$ cat src/rtl/bitonic_pkg.sv
// Shared definitions for the bitonic sorting path: direction encoding,
// fill-buffer state type, pad-key and frame-slice helpers.
package bitonic_pkg;

    // Direction encoding shared by loader, comparators and network stages
    localparam logic DIR_ASC  = 1'b1;
    localparam logic DIR_DESC = 1'b0;

    // Widest key any instance may use; callers size-cast pad_key() to W
    localparam int KEY_W_MAX = 64;

    typedef enum logic {
        ST_FILL = 1'b0,
        ST_HOLD = 1'b1
    } fill_state_t;

    // Pad value that sorts to the tail: all-ones ascending, all-zeros descending.
    // Take the low W bits at the call site, e.g. W'(pad_key(dir)).
    function automatic logic [KEY_W_MAX-1:0] pad_key(input logic dir);
        return (dir == DIR_ASC) ? {KEY_W_MAX{1'b1}} : {KEY_W_MAX{1'b0}};
    endfunction

    // Bit offset of key k inside a packed frame of w-bit keys
    function automatic int unsigned slot_lsb(input int unsigned k, input int unsigned w);
        return k * w;
    endfunction

endpackage

$ cat src/rtl/bitonic_frame_reg.sv
// Output holding register for one N-key frame with a valid/ready handshake.
// Also used downstream as the result collector stage.
module bitonic_frame_reg
    import bitonic_pkg::*;
#(
    parameter int W = 16,
    parameter int N = 2
) (
    input  logic                     clk,
    input  logic                     rst,
    input  logic                     load,
    input  logic [N*W-1:0]           load_frame,
    input  logic                     load_dir,
    input  logic [$clog2(N):0]       load_count,
    input  logic                     out_ready,
    output logic                     can_load,
    output logic                     out_valid,
    output logic [N*W-1:0]           out_frame,
    output logic                     out_direction,
    output logic [$clog2(N):0]       out_count
);

    logic                 valid_reg;
    logic [N*W-1:0]       frame_reg;
    logic                 dir_reg;
    logic [$clog2(N):0]   count_reg;

    // Register is free when empty or when its frame is taken this cycle
    assign can_load = !valid_reg || out_ready;

    // Capture a new frame on load; otherwise clear valid after a take and
    // keep the payload untouched so it stays stable under backpressure
    always_ff @(posedge clk or negedge rst) begin
        if (!rst) begin
            valid_reg <= 1'b0;
            frame_reg <= '0;
            dir_reg   <= DIR_DESC;
            count_reg <= '0;
        end else if (load) begin
            valid_reg <= 1'b1;
            frame_reg <= load_frame;
            dir_reg   <= load_dir;
            count_reg <= load_count;
        end else if (out_ready) begin
            valid_reg <= 1'b0;
        end
    end

    assign out_valid     = valid_reg;
    assign out_frame     = frame_reg;
    assign out_direction = dir_reg;
    assign out_count     = count_reg;

endmodule

$ cat src/rtl/bitonic_frame_loader.sv
// Packs a stream of W-bit keys into N-key frames, pads short frames so the
// padding sorts to the tail, and presents each frame with its direction.
module bitonic_frame_loader
    import bitonic_pkg::*;
#(
    parameter int W = 16,
    parameter int N = 2
) (
    input  logic                     clk,
    input  logic                     rst,
    input  logic                     in_valid,
    input  logic [W-1:0]             in_data,
    input  logic                     in_last,
    input  logic                     in_dir,
    output logic                     in_ready,
    output logic                     out_valid,
    input  logic                     out_ready,
    output logic [N*W-1:0]           out_frame,
    output logic                     out_direction,
    output logic [$clog2(N):0]       out_count
);

    localparam int IW = $clog2(N);
    localparam int CW = IW + 1;
    localparam int FW = N * W;

    fill_state_t      state_reg;
    logic [IW-1:0]    idx_reg;
    logic             dir_reg;
    logic [FW-1:0]    fill_frame_reg;
    logic [CW-1:0]    fill_count_reg;

    logic             accept;
    logic             complete_now;
    logic             cur_dir;
    logic [W-1:0]     pad_val;
    logic [FW-1:0]    assembled_frame;
    logic [CW-1:0]    count_now;
    logic             can_load;
    logic             load;
    logic [FW-1:0]    load_frame;
    logic             load_dir;
    logic [CW-1:0]    load_count;

    // Ready depends only on registered state, never on out_ready
    assign in_ready = (state_reg == ST_FILL);

    assign accept       = in_valid && in_ready;
    assign cur_dir      = (idx_reg == '0) ? in_dir : dir_reg;
    assign complete_now = accept && ((idx_reg == IW'(N - 1)) || in_last);
    assign pad_val      = W'(pad_key(cur_dir));
    assign count_now    = CW'(idx_reg) + CW'(1);

    // Frame as it stands after this accept: earlier slots from the buffer,
    // the incoming key at idx, pad keys above it
    generate
        for (genvar gi = 0; gi < N; gi++) begin : g_slot
            localparam int LSB = slot_lsb(gi, W);
            assign assembled_frame[LSB +: W] =
                (gi < int'(idx_reg))  ? fill_frame_reg[LSB +: W] :
                (gi == int'(idx_reg)) ? in_data :
                                        pad_val;
        end
    endgenerate

    // A held frame has priority; a frame completing now goes straight
    // through when the output register is free
    always_comb begin
        if (state_reg == ST_HOLD) begin
            load       = can_load;
            load_frame = fill_frame_reg;
            load_dir   = dir_reg;
            load_count = fill_count_reg;
        end else begin
            load       = complete_now && can_load;
            load_frame = assembled_frame;
            load_dir   = cur_dir;
            load_count = count_now;
        end
    end

    // Fill buffer, slot index and FILL/HOLD sequencing
    always_ff @(posedge clk or negedge rst) begin
        if (!rst) begin
            state_reg      <= ST_FILL;
            idx_reg        <= '0;
            dir_reg        <= DIR_DESC;
            fill_frame_reg <= '0;
            fill_count_reg <= '0;
        end else begin
            case (state_reg)
                ST_FILL: begin
                    if (accept) begin
                        fill_frame_reg <= assembled_frame;
                        fill_count_reg <= count_now;
                        dir_reg        <= cur_dir;
                        if (complete_now) begin
                            idx_reg <= '0;
                            if (!can_load) begin
                                state_reg <= ST_HOLD;
                            end
                        end else begin
                            idx_reg <= idx_reg + IW'(1);
                        end
                    end
                end
                ST_HOLD: begin
                    if (can_load) begin
                        state_reg <= ST_FILL;
                    end
                end
                default: begin
                    state_reg <= ST_FILL;
                end
            endcase
        end
    end

    bitonic_frame_reg #(
        .W (W),
        .N (N)
    ) u_frame_reg (
        .clk           (clk),
        .rst           (rst),
        .load          (load),
        .load_frame    (load_frame),
        .load_dir      (load_dir),
        .load_count    (load_count),
        .out_ready     (out_ready),
        .can_load      (can_load),
        .out_valid     (out_valid),
        .out_frame     (out_frame),
        .out_direction (out_direction),
        .out_count     (out_count)
    );

endmodule

$ cat config.mk
export PLATFORM = sky130hd
export DESIGN_NAME = bitonic_frame_loader
export DESIGN_NICKNAME = d
export VERILOG_FILES = /design/src/rtl/bitonic_pkg.sv /design/src/rtl/bitonic_frame_reg.sv /design/src/rtl/bitonic_frame_loader.sv
export SDC_FILE = /design/constraint.sdc
export NUM_CORES = 1
export LEC_CHECK = 0
export CORE_MARGIN = 2
export CORE_UTILIZATION = 45
export CTS_CLUSTER_SIZE = 40
export DETAILED_ROUTE_END_ITERATION = 12
export PLACE_DENSITY = 0.72
export SYNTH_ARGS = -nofsm -noshare
export SYNTH_HDL_FRONTEND = slang
export SYNTH_SLANG_ARGS = --single-unit
$ cat constraint.sdc
create_clock -name clk -period 3.64 [get_ports clk]
set_input_delay 1.092 -clock clk [delete_from_list [all_inputs] [get_ports clk]]
set_output_delay 1.092 -clock clk [all_outputs]
set_load 0.02 [all_outputs]
## After elaboration in Yosys (flattened, before gate mapping)

Cells that the tools add are included.

| operators by class | value |
|---|---|
| add/subtract/negate cells | 2 |
| multipliers | 0 |
| div/mod/pow operators | 0 |
| order comparisons | 1 |
| equality and inequality tests | 0 |
| shift-type cells | 0 |
| multiplexer cells | 16 |
| bitwise logic cells | 1 |
| reductions and logical operators | 8 |

Operators by type and width:

| operator | number |
|---|---|
| two-way mux 16 bit | 4 |
| two-way mux 32 bit | 1 |
| two-way mux 1 bit | 9 |
| logical AND 1 bit | 3 |
| adder 1 x 1 -> 2 bit, second input constant | 1 |
| logical OR 1 bit | 2 |
| two-way mux 2 bit | 1 |
| case mux 1 bit (2 select lines) | 1 |
| AND reduction 2 bit | 1 |
| nonzero test 2 bit | 1 |
| adder 1 bit, second input constant | 1 |
| logical NOT 1 bit | 1 |
| < comparator 1 bit, first input constant | 1 |
| inverter 1 bit | 1 |

| word-level totals | value |
|---|---|
| register bits | 73 |
| bits in latches | 0 |
| bits in writable memories | 0 |
| bits in read-only memories | 0 |
| word-level logic and storage cells | 37 |
| memories | 0 |

## Depth between registers and ports, before layout

| logic depth | value |
|---|---|
| depth after elaboration | 6 |
| gate-level depth with buffers | 6 |
| gate-level depth less buffers | 3 |

## Hierarchy

From an unflattened synthesis, not the netlist that was laid out.

| second synthesis, totals | value |
|---|---|
| cells, all modules | 221 |
| area, all modules | 3622.2 sq um |

Modules (own cells, without submodules):

| module | instances | cells an instance | area an instance (sq um) | seq. area each (sq um) |
|---|---|---|---|---|
| bitonic_frame_loader | 1 | 144 | 2134.5 | 925.9 |
| bitonic_frame_reg | 1 | 77 | 1487.7 | 900.9 |

## Worst setup path before layout

OpenSTA, ideal clock, no wires.

| timing | value |
|---|---|
| path type | input-to-reg |
| from | input port out_ready |
| to | register u_frame_reg.frame_reg[12], in the netlist u_frame_reg.out_frame[12] |
| arrival | 2008 ps |
| path slack | 1507 ps |
| stages on the path | 4 |
| path buffers | 1 |
| cells stage by stage | nand2b_1 a21boi_4 buf_6 mux2_2 |

| on the way | value |
|---|---|
| cells in the longest elaborated chain, start to end | 3 |

RTL lines:

| element | line | RTL |
|---|---|---|
| start: declaration | bitonic_frame_loader.sv:17 | `input logic out_ready,` |
| logical OR 1 bit * | bitonic_frame_reg.sv:29 | `assign can_load = !valid_reg \|\| out_ready;` |
| logical AND 1 bit | bitonic_frame_loader.sv:75 | `load = complete_now && can_load;` |
| two-way mux 1 bit * | bitonic_frame_loader.sv:69 | `if (state_reg == ST_HOLD) begin` |
| end signal: assignment | bitonic_frame_reg.sv:41 | `frame_reg <= load_frame;` |
| end: declaration | bitonic_frame_reg.sv:24 | `logic [N*W-1:0] frame_reg;` |

Mark *: on every way between the ends. The rest lies on a longest branch, timed or not.
A chain may end at the register's enable or synchronous reset.

## Final worst setup path

| timing | value |
|---|---|
| from | register state_reg |
| to | output port in_ready |

| on the way | value |
|---|---|
| cells in the longest elaborated chain, start to end | 1 |

RTL lines:

| element | line | RTL |
|---|---|---|
| start: declaration | bitonic_frame_loader.sv:27 | `fill_state_t state_reg;` |
| start signal: assignment | bitonic_frame_loader.sv:85 | `state_reg <= ST_FILL;` |
| start signal: assignment | bitonic_frame_loader.sv:100 | `state_reg <= ST_HOLD;` |
| start signal: assignment | bitonic_frame_loader.sv:109 | `state_reg <= ST_FILL;` |
| inverter 1 bit (no line) | n/a |  |
| end: declaration | bitonic_frame_loader.sv:15 | `output logic in_ready,` |

No other way between the ends.

==> flow_summary.yaml <==
status:
  outcome: "finished, final reports clean"
worst_setup_path:
  r2r_slack_ns: 1.57
  cp.required_ns: 2.55
  r2r_cells: 5
  crit_path_start: "state_reg$_DFF_PN0_"
  r2r_start: "state_reg$_DFF_PN0_"
  crit_type: "reg -> out"
  cp_max_fo: 2
  start_kind: "flop"
  worst_ep_arrival_time_ns: 1.43
  worstSetupEndpointType: "output port"
clocking:
  clkTransAtPathRegs_ns: 0.07
  htreeDepth: 3
  cts_made_buffers: 9
  max-clock-path-buffers: 2
  clock_latency_ns: 0.33
  cts_setup_buffers: 0
  cts-resized-gates: 0
  cts_tree: "built"
  cts_root_buffer: "clkbuf_8"
  holdBufCountCts: 0
  cts_sinks: 73
timing:
  setup_viol: 0
  layout_min_cycle_time_ns: 2.52
  worst_pin_slew_ns: 0.927
  drv_slew: 0
  rsz0062_at_grt: "no"
  finClkSkew_ns: 0.00893
  fin_ws_ns: 1.12
  finalCritPeriodShare_pct: 69.2
  fmax_mhz: 397
  relSlewSlack_pct: 38.2
  setup_tns_ns: 0
  finalHoldViolations: 0
yosys:
  synth_top_area_share_pct: 55.9
  synthCells: 260
  synth_edf_count: 0
  synth.top_cells.by_area: "dfrtp_1 56%, mux2_2 23%, mux2i_1 5.2%"
  synth_cell_types: 18
  async_reset_ff_share_pct: 100
  yosysSeqAreaShare_pct: 55.9
  synthTopCellsByCount: "73 x dfrtp_1, 66 x mux2_2, 34 x nand2_1, 33 x o21ai_0, 17 x mux2i_1"
  synth_seq_cells: 73
  syn_area_um2: 3270
  ys_warn_count: 0
  syn-num-nets: 282
  synth_top_cell_by_area: "dfrtp_1"
  yosysMostFrequentCell: "dfrtp_1"
  avgSynthCellArea_um2: 12.6
  ys.flop_type: "dfrtp_1"
grt:
  grt_max_degree: 74
  grt_overflow: 0
  grt_usage_pct: 17.3
  grt_pass1_wl_mm: 10.5
  grt_pass1_vias: 2102
  antenna_found_initial: 0
power:
  p_leak_nw: 1.69
  ir_worst_vdd_mv: 0.268
  p_per_area_nw_per_um2: 701
die:
  design.die.area_um2: 7970
  die_w_um: 89.3
  rows: 31
  floorplan.initialDensity_pct: 45.8
  die_h_um: 89.3
  io_pins: 59
  core_area_um2: 7140
hold_path:
  hp-class: "reg -> reg"
  min-delay-start: "fill_frame_reg[31]$_DFFE_PN0P_"
  min_path_cells: 2
placed_design:
  port_buffers: 58
  place_congestion: 0.704
  place_ws_ns: 0.775
  dp_hpwl_mm: 4.09
detailed_routing:
  ant_nets: 0
  drc: 0
  via_per_inst: 5.06
  routed_wl_mm: 6.33
  drtIter0Drc: 266
  routedWlPerCell_um: 15.1
  vias: 2119
  drt_pass1_iterations: 4
finish:
  insertedDiodeCount: 0
  syn_to_final_growth_pct: 24.3
  nets: 338
  final_core_util_pct: 57.0
  drive_gt1_share_pct: 28.4
flow_run:
  max-cap-violations: 0
==> critical path, stage by stage, from the launching register on <==
cell             delay (ns)
dfrtp_1                0.38
inv_1                  0.10
clkdlybuf4s50_1        0.62
==> report_power, final <==
group	switching (mW)	internal [mW]	leakage, nW
sequential	0.134	1.07	0.865
combinational	0.512	0.593	0.738
clock	0.276	0.258	0.0887
total	0.923	1.93	1.69
==> per-stage QoR <==
stage / instance area [um2] / hold WS (ns) / instances / power (mW)
3_3_place_gp: 3900 / 0.461 / 404 / 2.32
4_1_cts: 4070 / 0.486 / 419 / 2.89
5_1_grt: 4070 / 0.509 / 419 / 3.02
3_5_place_dp: 3900 / 0.469 / 404 / 2.35
6_report: 4070 / 0.483 / 419 / 2.85
2_1_floorplan: 3270 / 0.450 / 260 / 1.85
==> layer usage <==
metal  vias to the layer above  share of wire (%)  global-route usage, %
met2                        44                 47                   25.9
li1                       1006                  -                      -
met4                         0                1.3                   7.73
met1                      1063                 49                   24.9
met3                         6                2.8                   2.95
met5                         -                  0                      0
==> layout by cell type (no fill, tap or decap), drive strengths merged <==
cell            n
inv             3
o21ai          34
nor2            2
dfrtp          73
and2            1
mux2           68
buf             7
clkinv          4
mux2i          17
a21o            1
clkbuf         11
nand2b          2
a21oi           4
nand2          34
clkdlybuf4s50  57
or2             1
a21boi          1
==> worst paths after layout <==
path,to
setup / recovery,in_ready
hold / removal,fill_frame_reg[31]$_DFFE_PN0P_
setup reg to reg,u_frame_reg.out_frame[7]$_DFFE_PN0P_
hold reg to reg,fill_frame_reg[31]$_DFFE_PN0P_
max in group asynchronous,u_frame_reg.out_direction$_DFFE_PN0P_
min in group asynchronous,fill_frame_reg[7]$_DFFE_PN0P_
==> cell type report <==
| class | count | area (um2) |
|---|---|---|
| Fill cell | 637 | 3070 |
| Sequential cell | 73 | 1830 |
| Multi-Input combinational cell | 165 | 1320 |
| Timing Repair Buffer | 64 | 623 |
| Clock buffer | 11 | 141 |
| Tap cell | 99 | 124 |
| Clock inverter | 4 | 20.0 |
| Inverter | 3 | 11.3 |
==> cell families after synthesis <==
| kind of cell | share of synthesized area, % |
|---|---|
| AND/OR/NAND/NOR | 4.90 |
| buffers and inverters | 3.90 |
| multiplexers | 28.6 |
| flip-flops | 55.9 |
| AO/OA/AOI/OAI | 6.73 |
Power figures use the tool's default switching activity.
